File: config.mk
export PLATFORM = sky130hd
export DESIGN_NAME = cbfp_frame_bank_ctrl
export DESIGN_NICKNAME = d
export VERILOG_FILES = /design/src/rtl/cbfp_buf_pkg.sv /design/src/rtl/cbfp_mod_cnt.sv /design/src/rtl/cbfp_frame_bank_ctrl.sv
export SDC_FILE = /design/constraint.sdc
export NUM_CORES = 1
export LEC_CHECK = 0
export CAP_MARGIN = 20
export CORE_AREA = 2 2 39 41
export CTS_CLUSTER_SIZE = 16
export DETAILED_ROUTE_END_ITERATION = 10
export DIE_AREA = 0 0 41 43
export GPL_TIMING_DRIVEN = 0
export PLACE_DENSITY_LB_ADDON = 0.05
export SYNTH_ARGS = -nofsm -noshare
export SYNTH_HDL_FRONTEND = slang
export SYNTH_SLANG_ARGS = --single-unit
File: constraint.sdc
create_clock -name clk -period 5.6 [get_ports clk]
set_input_delay 1.12 -clock clk [delete_from_list [all_inputs] [get_ports clk]]
set_output_delay 1.12 -clock clk [all_outputs]
set_load 0.02 [all_outputs]
File: src/rtl/cbfp_buf_pkg.sv
// Shared definitions for the CBFP stage-2 output buffer and its controllers.
package cbfp_buf_pkg;

   localparam int unsigned CBFP_POPS_PER_FRAME = 16;
   localparam int unsigned CBFP_WORDS_PER_POP  = 32;

   typedef enum logic {
      BANK_EMPTY = 1'b0,
      BANK_FULL  = 1'b1
   } bank_state_e;

endpackage

File: src/rtl/cbfp_mod_cnt.sv
// Modulo-N counter with enable, synchronous clear and terminal-count flag.
// Wraps by explicit compare so non-power-of-2 moduli behave correctly.
module cbfp_mod_cnt #(
   parameter int unsigned N = 2,
   parameter int unsigned W = 1
) (
   input  logic         clk,
   input  logic         rstn,
   input  logic         clr,
   input  logic         en,
   output logic [W-1:0] cnt,
   output logic         tc
);

   logic [W-1:0] cnt_q, cnt_d;

   assign tc  = (cnt_q == W'(N - 1));
   assign cnt = cnt_q;

   // Advance on enable, wrapping to zero after the terminal value.
   always_comb begin
      cnt_d = cnt_q;
      if (en) begin
         cnt_d = tc ? '0 : cnt_q + W'(1);
      end
   end

   // Count register; reset dominates the soft clear.
   always_ff @(posedge clk) begin
      if (!rstn) begin
         cnt_q <= '0;
      end else if (clr) begin
         cnt_q <= '0;
      end else begin
         cnt_q <= cnt_d;
      end
   end

endmodule

File: src/rtl/cbfp_frame_bank_ctrl.sv
// Frame-fill controller: groups CBFP pops into frames, rotates through the
// buffer banks and tracks writer/reader ownership of each bank.
module cbfp_frame_bank_ctrl
   import cbfp_buf_pkg::*;
#(
   parameter int unsigned POPS_PER_FRAME = CBFP_POPS_PER_FRAME,
   parameter int unsigned NUM_BANKS      = 2,
   parameter int unsigned CNT_W          = $clog2(POPS_PER_FRAME),
   parameter int unsigned BANK_W         = $clog2(NUM_BANKS)
) (
   input  logic              clk,
   input  logic              rstn,
   input  logic              clr,
   input  logic              cbfp2_pop,
   input  logic              rd_done,
   output logic              in_ready,
   output logic [BANK_W-1:0] wr_bank,
   output logic [CNT_W-1:0]  wr_slot,
   output logic              frame_full,
   output logic [BANK_W-1:0] full_bank,
   output logic              rd_avail,
   output logic [BANK_W-1:0] rd_bank,
   output logic [BANK_W:0]   full_cnt,
   output logic              overflow
);

   localparam int unsigned FC_W = BANK_W + 1;

   bank_state_e       bank_q [NUM_BANKS];
   bank_state_e       bank_d [NUM_BANKS];
   logic [FC_W-1:0]   full_cnt_q, full_cnt_d;
   logic              frame_full_q;
   logic [BANK_W-1:0] full_bank_q;
   logic              overflow_q;

   logic accept, frame_done, do_release;
   logic slot_tc, wr_tc, rd_tc;
   logic tc_unused;

   assign accept     = cbfp2_pop & in_ready;
   assign frame_done = accept & slot_tc;
   assign do_release = rd_done & rd_avail;
   assign rd_avail   = (full_cnt_q != '0);
   assign tc_unused  = wr_tc ^ rd_tc;

   cbfp_mod_cnt #(.N(POPS_PER_FRAME), .W(CNT_W)) u_slot_cnt (
      .clk  (clk),
      .rstn (rstn),
      .clr  (clr),
      .en   (accept),
      .cnt  (wr_slot),
      .tc   (slot_tc)
   );

   cbfp_mod_cnt #(.N(NUM_BANKS), .W(BANK_W)) u_wr_bank_cnt (
      .clk  (clk),
      .rstn (rstn),
      .clr  (clr),
      .en   (frame_done),
      .cnt  (wr_bank),
      .tc   (wr_tc)
   );

   cbfp_mod_cnt #(.N(NUM_BANKS), .W(BANK_W)) u_rd_bank_cnt (
      .clk  (clk),
      .rstn (rstn),
      .clr  (clr),
      .en   (do_release),
      .cnt  (rd_bank),
      .tc   (rd_tc)
   );

   // Writer may proceed only while its target bank is still owned by it.
   always_comb begin
      in_ready = 1'b0;
      for (int i = 0; i < int'(NUM_BANKS); i++) begin
         if (wr_bank == BANK_W'(i)) in_ready = (bank_q[i] == BANK_EMPTY);
      end
   end

   // Completion hands wr_bank to the reader; release returns rd_bank.
   // The two never target the same bank in one cycle (EMPTY vs FULL).
   always_comb begin
      for (int i = 0; i < int'(NUM_BANKS); i++) begin
         bank_d[i] = bank_q[i];
         if (frame_done && wr_bank == BANK_W'(i)) bank_d[i] = BANK_FULL;
         if (do_release && rd_bank == BANK_W'(i)) bank_d[i] = BANK_EMPTY;
      end
   end

   // Occupancy: +1 on completion, -1 on release, net zero when both occur.
   always_comb begin
      full_cnt_d = full_cnt_q;
      if (frame_done && !do_release) full_cnt_d = full_cnt_q + FC_W'(1);
      if (!frame_done && do_release) full_cnt_d = full_cnt_q - FC_W'(1);
   end

   // Bank state, occupancy, frame pulse and sticky overflow registers.
   always_ff @(posedge clk) begin
      if (!rstn || clr) begin
         for (int i = 0; i < int'(NUM_BANKS); i++) bank_q[i] <= BANK_EMPTY;
         full_cnt_q   <= '0;
         frame_full_q <= 1'b0;
         full_bank_q  <= '0;
         overflow_q   <= 1'b0;
      end else begin
         for (int i = 0; i < int'(NUM_BANKS); i++) bank_q[i] <= bank_d[i];
         full_cnt_q   <= full_cnt_d;
         frame_full_q <= frame_done;
         if (frame_done) full_bank_q <= wr_bank;
         overflow_q   <= overflow_q | (cbfp2_pop & ~in_ready);
      end
   end

   assign full_cnt   = full_cnt_q;
   assign frame_full = frame_full_q;
   assign full_bank  = full_bank_q;
   assign overflow   = overflow_q;

   // Occupancy stays within [0, NUM_BANKS].
   a_cnt_max : assert property (@(posedge clk) disable iff (!rstn)
      full_cnt_q <= FC_W'(NUM_BANKS));
   a_cnt_min : assert property (@(posedge clk) disable iff (!rstn)
      !(do_release && !frame_done && full_cnt_q == '0));

endmodule

* After elaboration in Yosys (flattened, before gate mapping)
Memory sizes are Yosys's and may differ from the RTL's.
Cells that the tools add are included.
** Storage, ports and cells
- Flip-flop bits (word level) :: 11
- RAM bits :: 2
- Word-level logic and storage cells :: 55
- Memories :: 1
** Operators by class
- Mux-type cells :: 15
- Add/sub/neg operators :: 5
- Reduce and logical (&&, ||, !) cells :: 13
- Equal/unequal tests :: 1
- Bitwise operators :: 13
** Memories
- bank_q :: depth 2, width 1, rd ports 2, clocked after memory_dff 0, wr ports 2, line cbfp_frame_bank_ctrl.sv:29 : bank_state_e bank_q [NUM_BANKS];
** Operators by type and width (number)
- two-way mux 1 bit :: 12
- logical AND 1 bit :: 6
- inverter 1 bit :: 6
- adder 4 x 1 -> 4 bit, second input constant :: 1
- bitwise AND 1 bit :: 4
- equality test 4 bit, second input constant :: 1
- two-way mux 2 bit :: 2
- two-way mux 4 bit :: 1
- nonzero test 2 bit :: 2
- logical NOT 1 bit :: 3
- bitwise OR 1 bit :: 3
- adder 1 bit, second input constant :: 2
- adder 2 x 1 -> 2 bit, second input constant :: 1
- OR reduction 2 bit :: 1
- subtractor 2 x 1 -> 2 bit, second input constant :: 1
- logical OR 1 bit :: 1

* Logic depth before layout (Yosys ltp)
Gate-level depths: netlist of run 1.
- Depth in word-level cells :: 8
- Gate-level depth with buffers :: 7

* Cells and area by module
From an unflattened synthesis of run 1, not the netlist that was laid out.
** Second synthesis, totals
- Cell total of the unflattened synthesis :: 61
- Area, all modules :: 598.1 µm²
** By module, submodules not included
- cbfp_frame_bank_ctrl :: cells an instance 35, area an instance 312.8 µm², sequential area each 140.1 µm², instances 1
- cbfp_mod_cnt (u_slot_cnt) :: cells an instance 18, area an instance 187.7 µm², sequential area each 80.1 µm², instances 1
- cbfp_mod_cnt (u_rd_bank_cnt ...) :: cells an instance 4, area an instance 48.8 µm², sequential area each 20.0 µm², instances 2

* Worst setup path before layout of run 1
OpenSTA, ideal clock, no wires.
- Kind :: input port to flip-flop
- Start :: input port cbfp2_pop
- End :: register full_cnt_q[1], in the netlist full_cnt[1]
- Cell stages on the path :: 5
- Buffers on the path :: 0
- Setup time :: 71 ps
- Setup slack :: 3138 ps
- Data arrival time :: 2392 ps
- Cell sequence :: nand2_1 > or3_1 > ha_1 > or3_1 > a21oi_1
** On the way
- Word-level cells in the longest chain between the ends :: 5
- Elaborated cells between the ends (all ways) :: 7
- Those cells by class :: mux: 1; bitwise: 2; reduce/logical: 4
** Ends and longest elaborated chain
- start, declared :: line cbfp_frame_bank_ctrl.sv:14 : input logic cbfp2_pop,
- bitwise AND 1 bit (*) :: line cbfp_frame_bank_ctrl.sv:40 : assign accept = cbfp2_pop & in_ready;
- bitwise AND 1 bit (*) :: line cbfp_frame_bank_ctrl.sv:41 : assign frame_done = accept & slot_tc;
- logical NOT 1 bit :: line cbfp_frame_bank_ctrl.sv:95 : if (!frame_done && do_release) full_cnt_d = full_cnt_q - FC_W'(1);
- logical AND 1 bit :: line cbfp_frame_bank_ctrl.sv:95
- two-way mux 2 bit / nonzero test 2 bit (equally long branches)
- end signal, assigned :: line cbfp_frame_bank_ctrl.sv:108 : full_cnt_q <= full_cnt_d;
- end, declared :: line cbfp_frame_bank_ctrl.sv:31 : logic [FC_W-1:0] full_cnt_q, full_cnt_d;
Every way passes the cells marked *; elsewhere a longest branch is shown, timed or not.
A chain may end at the register's enable or synchronous reset.

* Worst setup path after layout of run 1
- Start :: register u_wr_bank_cnt.cnt_q, in the netlist u_wr_bank_cnt.cnt
- End :: output port in_ready
** On the way
- Word-level cells in the longest chain between the ends :: 1
** Ends and longest elaborated chain
- start, declared :: line cbfp_mod_cnt.sv:15 : logic [W-1:0] cnt_q, cnt_d;
- start signal, assigned :: line cbfp_mod_cnt.sv:35 : cnt_q <= cnt_d;
- two-way mux 1 bit :: line cbfp_frame_bank_ctrl.sv:77 : if (wr_bank == BANK_W'(i)) in_ready = (bank_q[i] == BANK_EMPTY);
- end, declared :: line cbfp_frame_bank_ctrl.sv:16 : output logic in_ready,
No other way between the ends.

==> key figures, run 1 <==
Place
  – Gpl congestion: 0.762
  – HPWL Detailed: 802 um
  – # port buffers: 17
  – Place WS: 2.45 ns
  – Placed cell count: 96

STA
  – Hold Fails Final Rpt: 0
  – Worst hold slack: 0.477 ns
  – Slew @ Worst Pin: 0.461 ns
  – Slew Viols, Final: 0
  – Fmax: 347 MHz
  – Minimum clock period: 2.88 ns
  – Final Cycle Share: 51.5%
  – Rel. slew slack: 69.3%
  – Worst path setup slack after routing: 2.72 ns
  – Setup_tns: 0 ns
  – RSZ-0062 raised after global routing: no
  – Fin Clk Skew: 0.00701 ns
  – Endpoints failing setup: 0

Setup path
  – Worst EP required: 4.48 ns
  – WP data arrival: 1.76 ns
  – CP max FO: 10
  – Critical Path Sink Type: primary output
  – CP Launch Type: flop
  – Crit path kind: flop to primary output

CTS
  – Cts repair resizes: 0
  – Clock Tree Root: clkbuf_4
  – CTS clk-pin slew, worst paths: 0.09 ns
  – Max Root-Sink Buffers: 2
  – Cts hold-fix bufs: 0
  – H-tree levels: 1
  – Post-CTS setup buffers: 0
  – Num CTS Buffers: 3
  – Clock sinks: 13
  – CTS tree: done
  – Clock insertion delay at the later pin of the skew report: 0.28 ns

Logic synthesis
  – Cells after Synth: 63
  – Syn_area_per_cell: 9.12 um^2
  – Count leader, synth: dfxtp_1
  – Post-synth EDFFs: 0
  – Syn Nets: 70
  – Seq/Total Area, Yosys: 45.3%
  – Top cells by area in the synthesized netlist: dfxtp_1, a21oi_1, o31ai_1
  – Yosys top cell area share: 45.3%
  – Ys flop type: dfxtp_1
  – Area leader, netlist: dfxtp_1
  – Warnings from Yosys: 0
  – Register bit total from synthesis: 13
  – Synth unique cells: 22
  – Top cells by count, synth: dfxtp_1, a21oi_1, inv_1, nor2_1, o31ai_1
  – Async S/R FF share, synth: 0%
  – Post-synthesis cell area: 574 um^2

Finish
  – P&R area growth vs syn: 37.7%
  – Diodes inserted: 0
  – Layout Nets: 92
  – Final core occ: 57.1%
  – Fin cells: 100
  – Share of layout cells above drive strength 1: 7.14%

Floorplanning
  – Starting density of the core: 41.5%
  – Io pins: 18
  – Die H: 43 um
  – Row Count: 14
  – DIE WIDTH: 41 um
  – Die Area: 1760 um^2
  – Placeable core area: 1380 um^2

Route
  – DRC violations left: 0
  – Starting DRT DRC Count: 12
  – 1st-pass router iterations: 4
  – Vias: 515
  – Vias per inst: 5.15
  – Drt wl/cell: 10.9 um
  – WL final: 1090 um
  – Final antenna-violating net count: 0

GRT
  – Gr usage total: 14.4%
  – Via count of the first global-routing pass: 425
  – First-pass GRT wire length: 1710 um
  – Grt total ovfl: 0
  – Pin count of the biggest net entering global routing: 11
  – Initial antenna violation count: 0

Power and ir drop
  – Combinational Power Share: 5.0%
  – Sw frac: 22.8%
  – P_int: 125 uW
  – Leakage: 0.000250 uW
  – Maximum VDD drop: 0.000129 V
  – Switching pwr: 36.7 uW
  – Reg power frac: 57.9%
  – Pwr dens: 204 nW/um^2
  – Clock Power Share: 37.1%

Hold path
  – Tightest Hold Check Type: flop to flop

Flow run
  – Number of max-cap violations: 0

Run status
  – Status: completed
-- layer usage --
layer  track usage (%)  vias up  wire [um]
li1                  -      271          -
met1              19.7      230        577
met2              19.4       12        453
met3              3.14        2         51
met4              10.0        0         10
met5                 0        -          0
-- registers in the layout, indices dropped and copies added, names as in the netlist --
signal and cells:
bank_q 2, frame_full 1, full_bank 1, full_cnt 2, overflow 1, u_rd_bank_cnt.cnt 1
u_slot_cnt.cnt 4, u_wr_bank_cnt.cnt 1
-- layout make-up --
type                            instances  area [um^2]
Inverter                                6         22.5
Sequential cell                        13          260
Clock buffer                            4         26.3
Tap cell                               16         20.0
Buffer                                  1         3.75
Multi-Input combinational cell         43          288
Timing Repair Buffer                   17          170
Fill cell                             136          593
-- critical path: stages (launching register included) --
cell and delay (ns):
dfxtp_1 0.40, mux2_4 0.37, inv_1 0.10, clkdlybuf4s50_1 0.61
-- layout by cell type, fill, tap and decap left out, types with 2 or more instances in the layout --
cell type	n
clkbuf_1	2
or3_1	2
clkdlybuf4s50_1	17
nand2_1	3
xnor2_1	2
dfxtp_1	13
o31ai_1	4
inv_1	6
nand3_1	2
ha_1	2
clkbuf_4	3
nor2_1	4
o21ai_0	3
a21oi_1	9
or4_1	3
-- cells by family (layout without fill, tap and decap cells) --
| family | Yosys count | after routing | share of synthesized area, % |
|---|---|---|---|
| AO/OA/AOI/OAI | 20 | 20 | 22.2 |
| XOR/XNOR | 3 | 3 | 4.58 |
| adder cells (fa/ha/maj) | 2 | 2 | 4.36 |
| buffers and inverters | 7 | 28 | 4.57 |
| flip-flops | 13 | 13 | 45.3 |
| multiplexers | 1 | 1 | 2.61 |
| AND/OR/NAND/NOR | 17 | 17 | 16.3 |
-- final timing paths --
check / startpoint / endpoint / slack [ns] / cells after the start
worst max register to register: u_wr_bank_cnt.cnt / full_cnt[1] / 3.53 / 5
worst min register to register: overflow / overflow / 0.48 / 2
worst max-delay path: u_wr_bank_cnt.cnt / in_ready / 2.72 / 3
worst min-delay path: overflow / overflow / 0.48 / 2
-- power groups by stage --
| stage | logic (uW) | clock network, uW | registers [uW] |
|---|---|---|---|
| finish | 8.08 | 59.8 | 93.4 |
| CTS | 8.13 | 60.6 | 93.4 |
| detailed placement | 8.11 | 0 | 95.6 |
| global route | 8.87 | 64.4 | 93.5 |
| floorplan | 2.79 | 0 | 96.0 |
| global placement | 8.13 | 0 | 95.6 |
-- through the flow --
stage          power, uW  area [um^2]
5_1_grt              167          791
6_report             161          791
3_3_place_gp         104          764
3_5_place_dp         104          764
2_1_floorplan       98.8          574
4_1_cts              162          791
Note: power is estimated with default switching activity, not from simulation.
==> run 2: changes to the inputs <==
- CORE_AREA: 2 2 39 41 -> unset
- CORE_UTILIZATION: unset -> 39
- DIE_AREA: 0 0 41 43 -> unset
- clock period: 5.6 -> 2.4 ns (I/O delays scaled with it)
==> run 2 against run 1 <==
Effect of this change:
- sequential cell count did not move
- via count rose by 3.5%
- design area fell by 0.16%
- register-to-register slack got worse by 3.2 ns
- power increased by 130%
- critical endpoint is now full_cnt[1]
- highest routed layer unchanged
==> key figures, run 2 (same netlist as run 1, synthesis figures left out) <==
STA
  – Fin Clk Skew: 0.00263 ns (-0.00438 ns)
  – Final Cycle Share: 93.1%
  – Rel. slew slack: 70.0% (+0.69 points)
  – Setup_tns: 0 ns (unchanged)
  – RSZ-0062 raised after global routing: no
  – Minimum clock period: 2.23 ns
  – Slew Viols, Final: 0 (unchanged)
  – Endpoints failing setup: 0 (unchanged)
  – Slew @ Worst Pin: 0.450 ns (-0.0104 ns)
  – Hold Fails Final Rpt: 0 (unchanged)
  – Fmax: 448 MHz

Floorplanning
  – Die Area: 1630 um^2 (-7.5%)
  – DIE WIDTH: 40.4 um (-1.5%)
  – Row Count: 13 (-1)
  – Die H: 40.4 um (-6.1%)
  – Starting density of the core: 43.1% (+1.6 points)
  – Io pins: 18 (unchanged)
  – Placeable core area: 1330 um^2 (-3.6%)

Route
  – Vias per inst: 5.38 (+4.5%)
  – WL final: 1160 um (+5.8%)
  – Starting DRT DRC Count: 9 (-3)
  – Final antenna-violating net count: 0 (unchanged)
  – DRC violations left: 0 (unchanged)
  – Vias: 533 (+3.5%)
  – Drt wl/cell: 11.7 um (+6.8%)
  – 1st-pass router iterations: 4 (unchanged)

Finish
  – P&R area growth vs syn: 37.5%
  – Share of layout cells above drive strength 1: 7.14% (unchanged)
  – Max reg flops: 4 (unchanged)
  – Diodes inserted: 0 (unchanged)
  – Leading cell type in the layout, fill and taps excluded: clkdlybuf4s50_1
  – Fin cells: 99 (-1.0%)
  – Layout Nets: 92 (unchanged)
  – Final core occ: 59.2% (+2.1 points)
  – Most frequent cells in the layout: clkdlybuf4s50_1, dfxtp_1, a21oi_1

GRT
  – Pin count of the biggest net entering global routing: 11 (unchanged)
  – First-pass GRT wire length: 1900 um (+11%)
  – Gr usage total: 18.4% (+3.9 points)
  – Grt total ovfl: 0 (unchanged)
  – Initial antenna violation count: 0 (unchanged)
  – Via count of the first global-routing pass: 408 (-4.0%)

CTS
  – Post-CTS setup buffers: 0 (unchanged)
  – CTS tree: done
  – Cts hold-fix bufs: 0 (unchanged)
  – Clock Tree Root: clkbuf_4
  – Cts repair resizes: 0 (unchanged)
  – CTS clk-pin slew, worst paths: 0.08 ns (about the same)
  – Clock sinks: 13 (unchanged)
  – Max Root-Sink Buffers: 2 (unchanged)
  – Num CTS Buffers: 3 (unchanged)
  – H-tree levels: 1 (unchanged)
  – Clock insertion delay at the later pin of the skew report: 0.28 ns (about the same)

Place
  – Placed cell count: 95 (-1.0%)
  – Gpl congestion: 0.674 (-12%)
  – HPWL Detailed: 837 um (+4.4%)
  – # port buffers: 17 (unchanged)

Setup path
  – R2r endpoint: full_cnt[1]
  – CP Launch Type: primary input
  – WP data arrival: 2.44 ns (+0.68 ns)
  – Reg-to-reg setup timing slack: 0.33 ns (-3.20 ns)
  – Critical Path Sink Type: flop
  – RR Startpoint: u_wr_bank_cnt.cnt
  – Worst Setup SP: cbfp2_pop
  – Worst EP required: 2.61 ns (-1.87 ns)
  – Crit path kind: primary input to flop
  – CP max FO: 7 (-3)
  – FF-to-FF path depth: 5 (unchanged)

Hold path
  – Hold Path Stages: 2 (unchanged)
  – Hold Path End: full_bank
  – Tightest Hold Check Type: flop to flop
  – Min-delay src: full_bank

Power and ir drop
  – Maximum VDD drop: 0.000314 V (+140%)
  – Combinational Power Share: 5.1% (about the same)
  – Clock Power Share: 36.7% (-0.4 points)
  – Reg power frac: 58.3% (+0.4 points)
  – Switching pwr: 83.0 uW (+130%)
  – Pwr dens: 473 nW/um^2 (+130%)
  – Power, Total: 374 uW (+130%)
  – Leakage: 0.000250 uW (unchanged)
  – P_int: 291 uW (+130%)
  – Sw frac: 22.2% (-0.54 points)

Run status
  – Status: completed

Flow run
  – Number of max-cap violations: 0 (unchanged)
## run 2: cell counts in the layout (fill, tap and decap cells not counted)
No cell type changed its count.
## run 2: cell type report
type                            instances  area (um^2)
Buffer                                  1         3.75
Sequential cell                        13          260
Multi-Input combinational cell         43          288
Fill cell                             125          544
Inverter                                6         22.5
Timing Repair Buffer                   17          170
Clock buffer                            4         26.3
Tap cell                               15         18.8
## run 2: routing by layer
metal | wire length (um) | global-route usage [%] | vias up
met5 | 0 | 0 | -
met2 | 521 | 25.0 | 17
li1 | - | - | 270
met4 | 11 | 10.0 | 0
met1 | 565 | 23.6 | 244
met3 | 57 | 8.33 | 2
## run 2: per-stage QoR
step                instance area, um^2  setup slack [ns]  hold slack, ns
detailed placement                  763            -0.107           0.469
CTS                                 790             0.157           0.481
global placement                    763           -0.0945           0.453
global route                        790            0.0808           0.509
floorplan                           574             0.310           0.456
finish                              790             0.166           0.483
## run 2: worst max-delay path by stage
stage                  endpoint  slack (ns)  depth (start not counted)
CTS                    in_ready        0.16                          3
global placement    full_cnt[1]       -0.09                          6
floorplan           full_cnt[1]        0.31                          5
global route           in_ready        0.08                          3
finish              full_cnt[1]        0.17                          6
detailed placement  full_cnt[1]       -0.11                          6
## run 2: critical path, stage by stage
cell	delay (ns)
clkdlybuf4s50_1	0.55
nand2_1	0.18
or3_1	0.40
ha_1	0.34
or3_1	0.35
a21oi_1	0.14
## run 2: power groups by stage
| stage | sequential, uW | clock (uW) | combinational, uW |
|---|---|---|---|
| after floorplan | 224 | 0 | 6.52 |
| after global placement | 223 | 0 | 18.9 |
| after detailed placement | 223 | 0 | 19.1 |
| after CTS | 218 | 145 | 19.1 |
| after global routing | 218 | 157 | 21.0 |
| final | 218 | 137 | 18.9 |
